===== config.mk =====
export PLATFORM = sky130hd
export DESIGN_NAME = conv3x3_rgb888_mac
export DESIGN_NICKNAME = d
export VERILOG_FILES = /design/src/rtl/conv3x3_rgb888_mac.sv
export SDC_FILE = /design/constraint.sdc
export NUM_CORES = 1
export LEC_CHECK = 0
export CORE_UTILIZATION = 49
export DETAILED_ROUTE_END_ITERATION = 6
export HOLD_SLACK_MARGIN = 0.06
export PLACE_DENSITY = 0.82
export SLEW_MARGIN = 10
export SYNTH_ARGS = -nofsm -noshare
export SYNTH_HDL_FRONTEND = slang
export SYNTH_SLANG_ARGS = --single-unit

===== constraint.sdc =====
create_clock -name iClk -period 10.6 [get_ports iClk]
set_clock_uncertainty 0.05 [all_clocks]
set_input_delay 1.59 -clock iClk [delete_from_list [all_inputs] [get_ports iClk]]
set_output_delay 1.59 -clock iClk [all_outputs]
set_load 0.1 [all_outputs]

===== src/rtl/conv3x3_rgb888_mac.sv =====
// ---------------------------------------------------------------------------
// conv3x3_rgb888_mac
//
// Purpose:
//   Consumes one 3x3 window of RGB888 pixels and convolves it with a signed
//   3x3 kernel. One tap is processed per cycle, with R, G and B handled in
//   parallel. Each channel is rounded, arithmetically shifted right by SHIFT,
//   optionally biased, clamped to 0..255 and emitted as one RGB888 pixel.
//   oBusy tells the upstream window stage that a window is in flight.
//
// Optional feature:
//   CONV_BIAS_EN - when defined, adds the iBias port. It carries three signed
//   8-bit per-channel biases in R/G/B byte order. They are latched at accept
//   and added after the shift, before the clamp. When the macro is undefined
//   the bias is zero.
//
// Ports:
//   iClk          in   1   clock
//   iRst          in   1   synchronous reset, active low
//   iValid        in   1   window valid
//   iIn0..iIn8    in   24  window taps, row-major (0 = top-left, 4 = centre)
//   iKernel       in   72  coefficient k at [8k+7:8k], signed
//   iBias         in   24  (CONV_BIAS_EN only) signed per-channel biases
//   oBusy         out  1   high while a window is in flight
//   oPixel        out  24  convolved RGB888 result
//   oValid        out  1   oPixel valid; held until iReady
//   iReady        in   1   downstream accepts when oValid && iReady
// ---------------------------------------------------------------------------
module conv3x3_rgb888_mac #(
   parameter int DATA_W = 24,
   parameter int COEF_W = 8,
   parameter int SHIFT  = 4
) (
   input  logic                iClk,
   input  logic                iRst,
   input  logic                iValid,
   input  logic [DATA_W-1:0]   iIn0,
   input  logic [DATA_W-1:0]   iIn1,
   input  logic [DATA_W-1:0]   iIn2,
   input  logic [DATA_W-1:0]   iIn3,
   input  logic [DATA_W-1:0]   iIn4,
   input  logic [DATA_W-1:0]   iIn5,
   input  logic [DATA_W-1:0]   iIn6,
   input  logic [DATA_W-1:0]   iIn7,
   input  logic [DATA_W-1:0]   iIn8,
   input  logic [9*COEF_W-1:0] iKernel,
`ifdef CONV_BIAS_EN
   input  logic [23:0]         iBias,
`endif
   output logic                oBusy,
   output logic [DATA_W-1:0]   oPixel,
   output logic                oValid,
   input  logic                iReady
);

   // A 9-bit signed pixel times a signed coefficient gives the product width.
   // Nine products add at most 4 bits of growth, so the accumulator cannot
   // overflow. One extra bit leaves headroom for the rounding constant.
   localparam int PROD_W = COEF_W + 9;
   localparam int ACC_W  = PROD_W + 4;
   localparam int SUM_W  = ACC_W + 1;
   localparam logic signed [SUM_W-1:0] ROUND = SUM_W'(1 << (SHIFT - 1));

   typedef enum logic [1:0] {S_IDLE, S_MAC, S_SAT, S_OUT} state_t;

   state_t                   r_state;
   state_t                   w_state_next;
   logic [3:0]               r_tap;
   logic [DATA_W-1:0]        r_win  [0:8];
   logic signed [COEF_W-1:0] r_coef [0:8];
   logic [DATA_W-1:0]        w_in   [0:8];
   logic [DATA_W-1:0]        w_tap_pix;
   logic signed [COEF_W-1:0] w_tap_coef;
   logic [23:0]              w_sat;
   logic [23:0]              w_bias;
   logic                     w_accept;
   logic                     r_busy;
   logic                     r_valid;
   logic [DATA_W-1:0]        r_pixel;

   assign w_in[0] = iIn0;
   assign w_in[1] = iIn1;
   assign w_in[2] = iIn2;
   assign w_in[3] = iIn3;
   assign w_in[4] = iIn4;
   assign w_in[5] = iIn5;
   assign w_in[6] = iIn6;
   assign w_in[7] = iIn7;
   assign w_in[8] = iIn8;

   assign w_accept = (r_state == S_IDLE) && iValid;

   // ---------------- FSM ----------------
   always_ff @(posedge iClk) begin
      if (!iRst) r_state <= S_IDLE;
      else       r_state <= w_state_next;
   end

   always_comb begin
      w_state_next = r_state;
      case (r_state)
         S_IDLE:  if (iValid)         w_state_next = S_MAC;
         S_MAC:   if (r_tap == 4'd8)  w_state_next = S_SAT;
         S_SAT:                       w_state_next = S_OUT;
         S_OUT:   if (iReady)         w_state_next = S_IDLE;
         default:                     w_state_next = S_IDLE;
      endcase
   end

   // ---------------- window / kernel capture ----------------
   // Taps and coefficients are frozen at accept, so upstream may move on.
   always_ff @(posedge iClk) begin
      if (!iRst) begin
         for (int i = 0; i < 9; i++) begin
            r_win[i]  <= '0;
            r_coef[i] <= '0;
         end
      end else if (w_accept) begin
         for (int i = 0; i < 9; i++) begin
            r_win[i]  <= w_in[i];
            r_coef[i] <= iKernel[COEF_W*i +: COEF_W];
         end
      end
   end

`ifdef CONV_BIAS_EN
   logic [23:0] r_bias;
   always_ff @(posedge iClk) begin
      if (!iRst)         r_bias <= '0;
      else if (w_accept) r_bias <= iBias;
   end
   assign w_bias = r_bias;
`else
   assign w_bias = '0;
`endif

   // Current tap select; the guard keeps the index inside the 9-entry arrays.
   always_comb begin
      w_tap_pix  = '0;
      w_tap_coef = '0;
      if (r_tap <= 4'd8) begin
         w_tap_pix  = r_win[r_tap];
         w_tap_coef = r_coef[r_tap];
      end
   end

   // ---------------- per-channel MAC and saturation ----------------
   genvar gi;
   generate
      for (gi = 0; gi < 3; gi++) begin : g_ch
         logic signed [PROD_W-1:0] w_pix_x;
         logic signed [PROD_W-1:0] w_coef_x;
         logic signed [PROD_W-1:0] w_prod;
         logic signed [ACC_W-1:0]  r_acc;
         logic signed [SUM_W-1:0]  w_rnd;
         logic signed [SUM_W-1:0]  w_shf;
         logic signed [SUM_W-1:0]  w_sum;
         logic signed [7:0]        w_b;
         logic [7:0]               w_clamp;

         // The pixel is unsigned, so a zero MSB is prepended before the
         // signed multiply.
         assign w_pix_x  = PROD_W'($signed({1'b0, w_tap_pix[8*gi +: 8]}));
         assign w_coef_x = PROD_W'(w_tap_coef);
         assign w_prod   = w_pix_x * w_coef_x;

         always_ff @(posedge iClk) begin
            if (!iRst)                 r_acc <= '0;
            else if (w_accept)         r_acc <= '0;
            else if (r_state == S_MAC) r_acc <= r_acc + ACC_W'(w_prod);
         end

         // Round half up, then use an arithmetic shift so negative sums stay
         // negative and clamp to zero.
         assign w_rnd = SUM_W'(r_acc) + ROUND;
         assign w_shf = w_rnd >>> SHIFT;
         assign w_b   = w_bias[8*gi +: 8];
         assign w_sum = w_shf + SUM_W'(w_b);

         always_comb begin
            w_clamp = w_sum[7:0];
            if (w_sum[SUM_W-1])          w_clamp = 8'd0;
            else if (|w_sum[SUM_W-2:8])  w_clamp = 8'hFF;
         end

         assign w_sat[8*gi +: 8] = w_clamp;
      end
   endgenerate

   // ---------------- control / output registers ----------------
   // oBusy and oValid are registered copies of the next state. This leaves
   // no combinational path from iValid to oBusy.
   always_ff @(posedge iClk) begin
      if (!iRst) begin
         r_busy  <= 1'b0;
         r_valid <= 1'b0;
         r_pixel <= '0;
         r_tap   <= '0;
      end else begin
         r_busy  <= (w_state_next != S_IDLE);
         r_valid <= (w_state_next == S_OUT);
         if (w_accept)              r_tap <= '0;
         else if (r_state == S_MAC) r_tap <= r_tap + 4'd1;
         if (r_state == S_SAT)      r_pixel <= DATA_W'(w_sat);
      end
   end

   assign oBusy  = r_busy;
   assign oValid = r_valid;
   assign oPixel = r_pixel;

endmodule

Word-level counts from Yosys, hierarchy flattened

Memory sizes are Yosys's and may differ from the RTL's. A register that Yosys moved wholly into a read port is not among the register bits.
Cells that the tools add are included.

Memories: 2
Word-level logic and storage cells: 90
Bits in registers: 95
Input bits: 292
Bits in writable memories: 288

Memories:

| memory | words | bits a word | read ports | clocked after memory_dff | wr ports | RTL line | RTL |
|---|---|---|---|---|---|---|---|
| r_win  | 9     | 24          | 1          | 1                        | 9        | 69       | `logic [DATA_W-1:0] r_win [0:8];` |
| r_coef | 9     | 8           | 1          | 1                        | 9        | 70       | `logic signed [COEF_W-1:0] r_coef [0:8];` |

Bitwise gates (word level): 19
Order comparisons: 1
Reductions and logical operators: 7
Equality and inequality tests: 5
Mux-type cells: 38
Add/subtract/negate cells: 7
$mul: 3

Operators with widths:

| cell                                                                  | count |
|---|---|
| 24-bit 2-to-1 mux                                                     | 10 |
| 8-bit 2-to-1 mux                                                      | 16 |
| 21-bit by 5-bit adder with 22-bit output, second input constant       | 3 |
| 21-bit by 17-bit adder with 21-bit output                             | 3 |
| 9-bit by 8-bit multiplier with 17-bit output                          | 3 |
| 10-bit OR reduction                                                   | 3 |
| 1-bit bitwise OR                                                      | 18 |
| 4-bit 2-to-1 mux                                                      | 4 |
| 2-bit case mux with 4 select lines                                    | 1 |
| 2-bit equality test, second input constant                            | 3 |
| 2-bit 2-to-1 mux                                                      | 3 |
| 4-bit by 1-bit adder with 4-bit output, second input constant         | 1 |
| 4-bit equality test, second input constant                            | 1 |
| 4-bit less-or-equal comparator, second input constant                 | 1 |
| 1-bit 2-to-1 mux                                                      | 4 |
| 2-bit by 1-bit equality test with 1-bit output, second input constant | 1 |
| 2-bit zero test                                                       | 1 |
| 2-bit nonzero test                                                    | 1 |
| 2-bit OR reduction                                                    | 1 |
| 1-bit logical AND                                                     | 1 |
| 1-bit NOT                                                             | 1 |

Longest topological paths before layout

Depth in word-level cells: 6
Depth in mapped cells: 26
Depth with buffers taken out: 23

Worst setup path after synthesis

Ideal clock, no wire load.

Path type: input to register
Start: input iRst
End: register with a tool-made name
Setup time: 520 ps
Path buffers: 1
Arrival time: 10,080 ps
Path slack: -50 ps
Cell stages on the path: 5
Cells stage by stage: inv_1 a21oi_1 clkinv_1 clkbuf_1 nor2_1

RTL lines:

| what               | RTL line | RTL |
|---|---|---|
| start: declaration | 35       | `input logic iRst,` |

==> results.py <==
metrics = {
    "sta": {
        "worst-slew-pin-transition_ns": 1.18,
        "rsz0062_at_grt": "no",
        "setup_ws_ns": 3.00,
        "fin_crit_sh": 0.717,
        "slew_viol_final": 0,
        "setup_viol": 0,
        "slew_headroom": 0.211,
        "tns_ns": 0,
        "fin_hold_ws_ns": 0.401,
        "fmax_mhz": 131,
        "final-hold-violation-count": 0,
        "period_minus_slack_ns": 7.60,
    },
    "worst_setup_path": {
        "max_stage_delay_ns": 0.71,
        "worst-path-max-fanout": 37,
        "cp-start-kind": "flop",
        "crit_slowest_cell": "buf_4",
        "path_common_cell": "fa_1",
        "crit_type": "flop to flop",
        "worst_setup_path_end_kind": "flop",
        "critPathArrivalTime_ns": 7.97,
        "reg2reg_setup_slack_ns": 3.00,
        "cp_num_buf_inv": 3,
        "worstPathRequired_ns": 10.96,
        "worstPathCellList": "buf_4 > mux4_2 > mux2_2 > o211ai_1 > nor2_1 > fa_1 > inv_1 > fa_1 > inv_1 > fa_1 > fa_1 > fa_1 > ha_1 > a21o_1 > a31o_2 > a21oi_1 > a31oi_1 > a221oi_1 > xnor2_1 > o21ai_0",
        "crit_family": "adder cells",
    },
    "route": {
        "num_vias": 18000,
        "first_pass_iters": 7,
        "wirelength_um": 64000,
        "avgRoutedWirePerCell_um": 19.2,
        "vias_per_cell": 5.40,
        "first_iter_violations": 1336,
        "drc_errors": 0,
        "postRouteAntennaNets": 0,
    },
    "cts": {
        "insertion_delay_ns": 0.59,
        "cts_resized": 0,
        "numCtsBuffers": 41,
        "clock-root-buffer": "clkbuf_16",
        "clkSinkCount": 387,
        "cts_tree": "built",
        "clk_path_buf_depth": 3,
        "htree_num_levels": 2,
        "cts_hold_buf": 0,
        "post_cts_buffers": 0,
        "cts.clk_slew.worst_paths_ns": 0.06,
    },
    "placement": {
        "place_ws_ns": 2.92,
        "gp_congestion": 0.905,
        "port_buffers": 317,
        "hpwl_um": 47600,
    },
    "global_routing": {
        "grt_max_degree": 289,
        "grt_pass1_vias": 18500,
        "grt_pass1_wl_um": 100000,
        "antenna_found_initial": 1,
        "grt-ovfl-total": 0,
        "gr-usage-all-layers": 0.239,
    },
    "floorplanning": {
        "die_x_um": 232,
        "die_h_um": 232,
        "initial_core_util": 0.496,
        "rows": 84,
        "io_pins": 318,
        "core-area_um2": 52400,
        "die-area_um2": 54000,
    },
    "power": {
        "power.leakage_nw": 13.0,
        "power_density_nw_per_um2": 155,
        "peakVddDrop_v": 0.000129,
    },
    "cells_and_area": {
        "area_delta_synth_final_pct": 19.6,
        "drive_above_1_share": 0.0727,
        "nNetsFinal": 3253,
    },
    "synthesis": {
        "ys_seq_area_frac": 0.409,
        "synth_seq_cells": 387,
        "syn_inst": 2335,
        "synth_warnings": 0,
        "syn_nets": 2977,
        "synth.distinct_cells": 67,
        "synthArstFlopShare": 0,
        "synth-edff-count": 288,
        "syn_avg_cell_area_um2": 11.1,
        "synth.cell_area_um2": 26000,
        "ys.flop_type": "edfxtp_1",
    },
    "run": {
        "maxCapViolCount": 0,
    },
    "run_status": {
        "status": "finished, final reports clean",
    },
    "hold_path": {
        "hold_path.class": "flop to flop",
    },
}
-- registers in the layout, indices dropped and copies added, names as in the netlist, named ones only --
name,flops
oBusy,1
oPixel,24
r_state,2
oValid,1
r_win,216
g_ch.r_acc,63
r_tap,4
r_coef,72
-- path summary, 6_finish.rpt --
path | endpoint | cells past startpoint | startpoint
worst min register to register | oPixel[11]$_SDFFE_PN0P_ | 2 | oPixel[11]$_SDFFE_PN0P_
worst min-delay path | oPixel[11]$_SDFFE_PN0P_ | 2 | oPixel[11]$_SDFFE_PN0P_
worst max register to register | g_ch[0].r_acc[20]$_SDFFE_PP0P_ | 20 | flop
worst max-delay path | g_ch[0].r_acc[20]$_SDFFE_PP0P_ | 20 | flop
-- per-layer routing --
layer	wire length (um)	track usage
met5	0	0
met3	3550	0.0366
met4	1550	0.0670
met1	27100	0.311
met2	31800	0.413
-- cells in the mapped netlist, drive strengths merged, types with 3 or more instances --
master | count | area [um^2]
a211o | 6 | 52.6
a211oi | 6 | 45.0
a21o | 35 | 263
a21oi | 93 | 469
a31oi | 11 | 68.8
and2 | 298 | 1860
and3 | 10 | 62.6
and4 | 3 | 26.3
buf | 32 | 180
clkbuf | 68 | 256
dfxtp | 99 | 1980
edfxtp | 288 | 8650
fa | 153 | 3060
ha | 197 | 2460
inv | 240 | 901
mux2 | 20 | 225
mux2i | 18 | 180
mux4 | 64 | 1440
nand2 | 186 | 698
nand2b | 60 | 375
nand3 | 25 | 125
nand4 | 10 | 62.6
nor2 | 124 | 465
nor2b | 27 | 169
nor3 | 20 | 100
nor3b | 3 | 22.5
nor4 | 5 | 31.3
o211a | 4 | 40.0
o211ai | 30 | 254
o21a | 9 | 67.6
o21ai | 57 | 285
o21bai | 7 | 52.6
o31ai | 4 | 30.0
or2 | 16 | 100
or3 | 9 | 56.3
or4 | 3 | 22.5
xnor2 | 40 | 358
xor2 | 29 | 254
-- worst register-to-register path: stages, from the launching register on --
cell and delay (ns):
dfxtp_4 0.69, buf_4 0.71, mux4_2 0.63, mux2_2 0.28, o211ai_1 0.58, nor2_1 0.14
fa_1 0.56, inv_1 0.06, fa_1 0.53, inv_1 0.05, fa_1 0.49, fa_1 0.43
fa_1 0.38, ha_1 0.36, a21o_1 0.20, a31o_2 0.21, a21oi_1 0.26, a31oi_1 0.22
a221oi_1 0.33, xnor2_1 0.17, o21ai_0 0.10
-- cell usage in the layout, fill, tap and decap left out, types with 20 or more instances in the layout --
| master | Yosys | routed |
|---|---|---|
| o21ai_0 | 47 | 47 |
| a21o_1 | 35 | 35 |
| nand3_1 | 25 | 25 |
| nor2_1 | 124 | 123 |
| edfxtp_1 | 288 | 288 |
| mux2_2 | 20 | 20 |
| and2_1 | 297 | 297 |
| clkbuf_16 | 0 | 42 |
| mux4_2 | 64 | 64 |
| clkdlybuf4s50_1 | 0 | 317 |
| nor2b_1 | 27 | 26 |
| xnor2_1 | 39 | 39 |
| inv_1 | 239 | 239 |
| dfxtp_1 | 99 | 95 |
| nand2b_1 | 60 | 60 |
| fa_1 | 153 | 153 |
| xor2_1 | 29 | 29 |
| o211ai_1 | 26 | 26 |
| nand2_1 | 186 | 186 |
| nor3_1 | 20 | 20 |
| a21oi_1 | 92 | 92 |
| ha_1 | 197 | 197 |
-- logic make-up (layout without fill, tap and decap cells) --
| kind of cell | count (synthesis) | count (layout) | share of synthesized area |
|---|---|---|---|
| DFF | 387 | 387 | 0.409 |
| xor gates and xnor gates | 69 | 69 | 0.0235 |
| other | 0 | 1 | 0 |
| AOI/OAI and AO/OA | 285 | 285 | 0.0705 |
| adders and majority gates | 350 | 350 | 0.213 |
| and+or+nand+nor | 801 | 801 | 0.162 |
| muxes | 102 | 102 | 0.0711 |
| buffers and inverters | 341 | 648 | 0.0516 |
-- layout make-up --
| class | count | area, um^2 |
|---|---|---|
| clock inverters | 22 | 221 |
| repair buffers | 333 | 3320 |
| flip-flops and latches | 387 | 10600 |
| clock buffers | 52 | 1100 |
| well taps | 688 | 861 |
| multi-input cells | 1607 | 14000 |
| fillers | 4074 | 21400 |
| inverters | 241 | 912 |
| diodes | 1 | 2.50 |
-- power by group --
part	total (mW)	switching, mW	leakage (nW)	internal, mW
Combinational	1.57	0.868	8.43	0.706
Clock	1.42	0.622	0.635	0.793
Sequential	1.84	0.0839	3.91	1.75
Total	4.83	1.57	13.0	3.25
-- metrics by stage --
step / power [mW] / std cells / utilization / area (um^2)
5_1_grt: 5.12 / 3331 / 0.593 / 31100
4_1_cts: 4.85 / 3330 / 0.593 / 31100
3_3_place_gp: 3.36 / 3256 / 0.567 / 29800
6_report: 4.83 / 3331 / 0.593 / 31100
3_5_place_dp: 3.43 / 3256 / 0.567 / 29800
2_1_floorplan: 2.97 / 2335 / - / 26000
No activity file was read; power rests on OpenSTA's default activity.
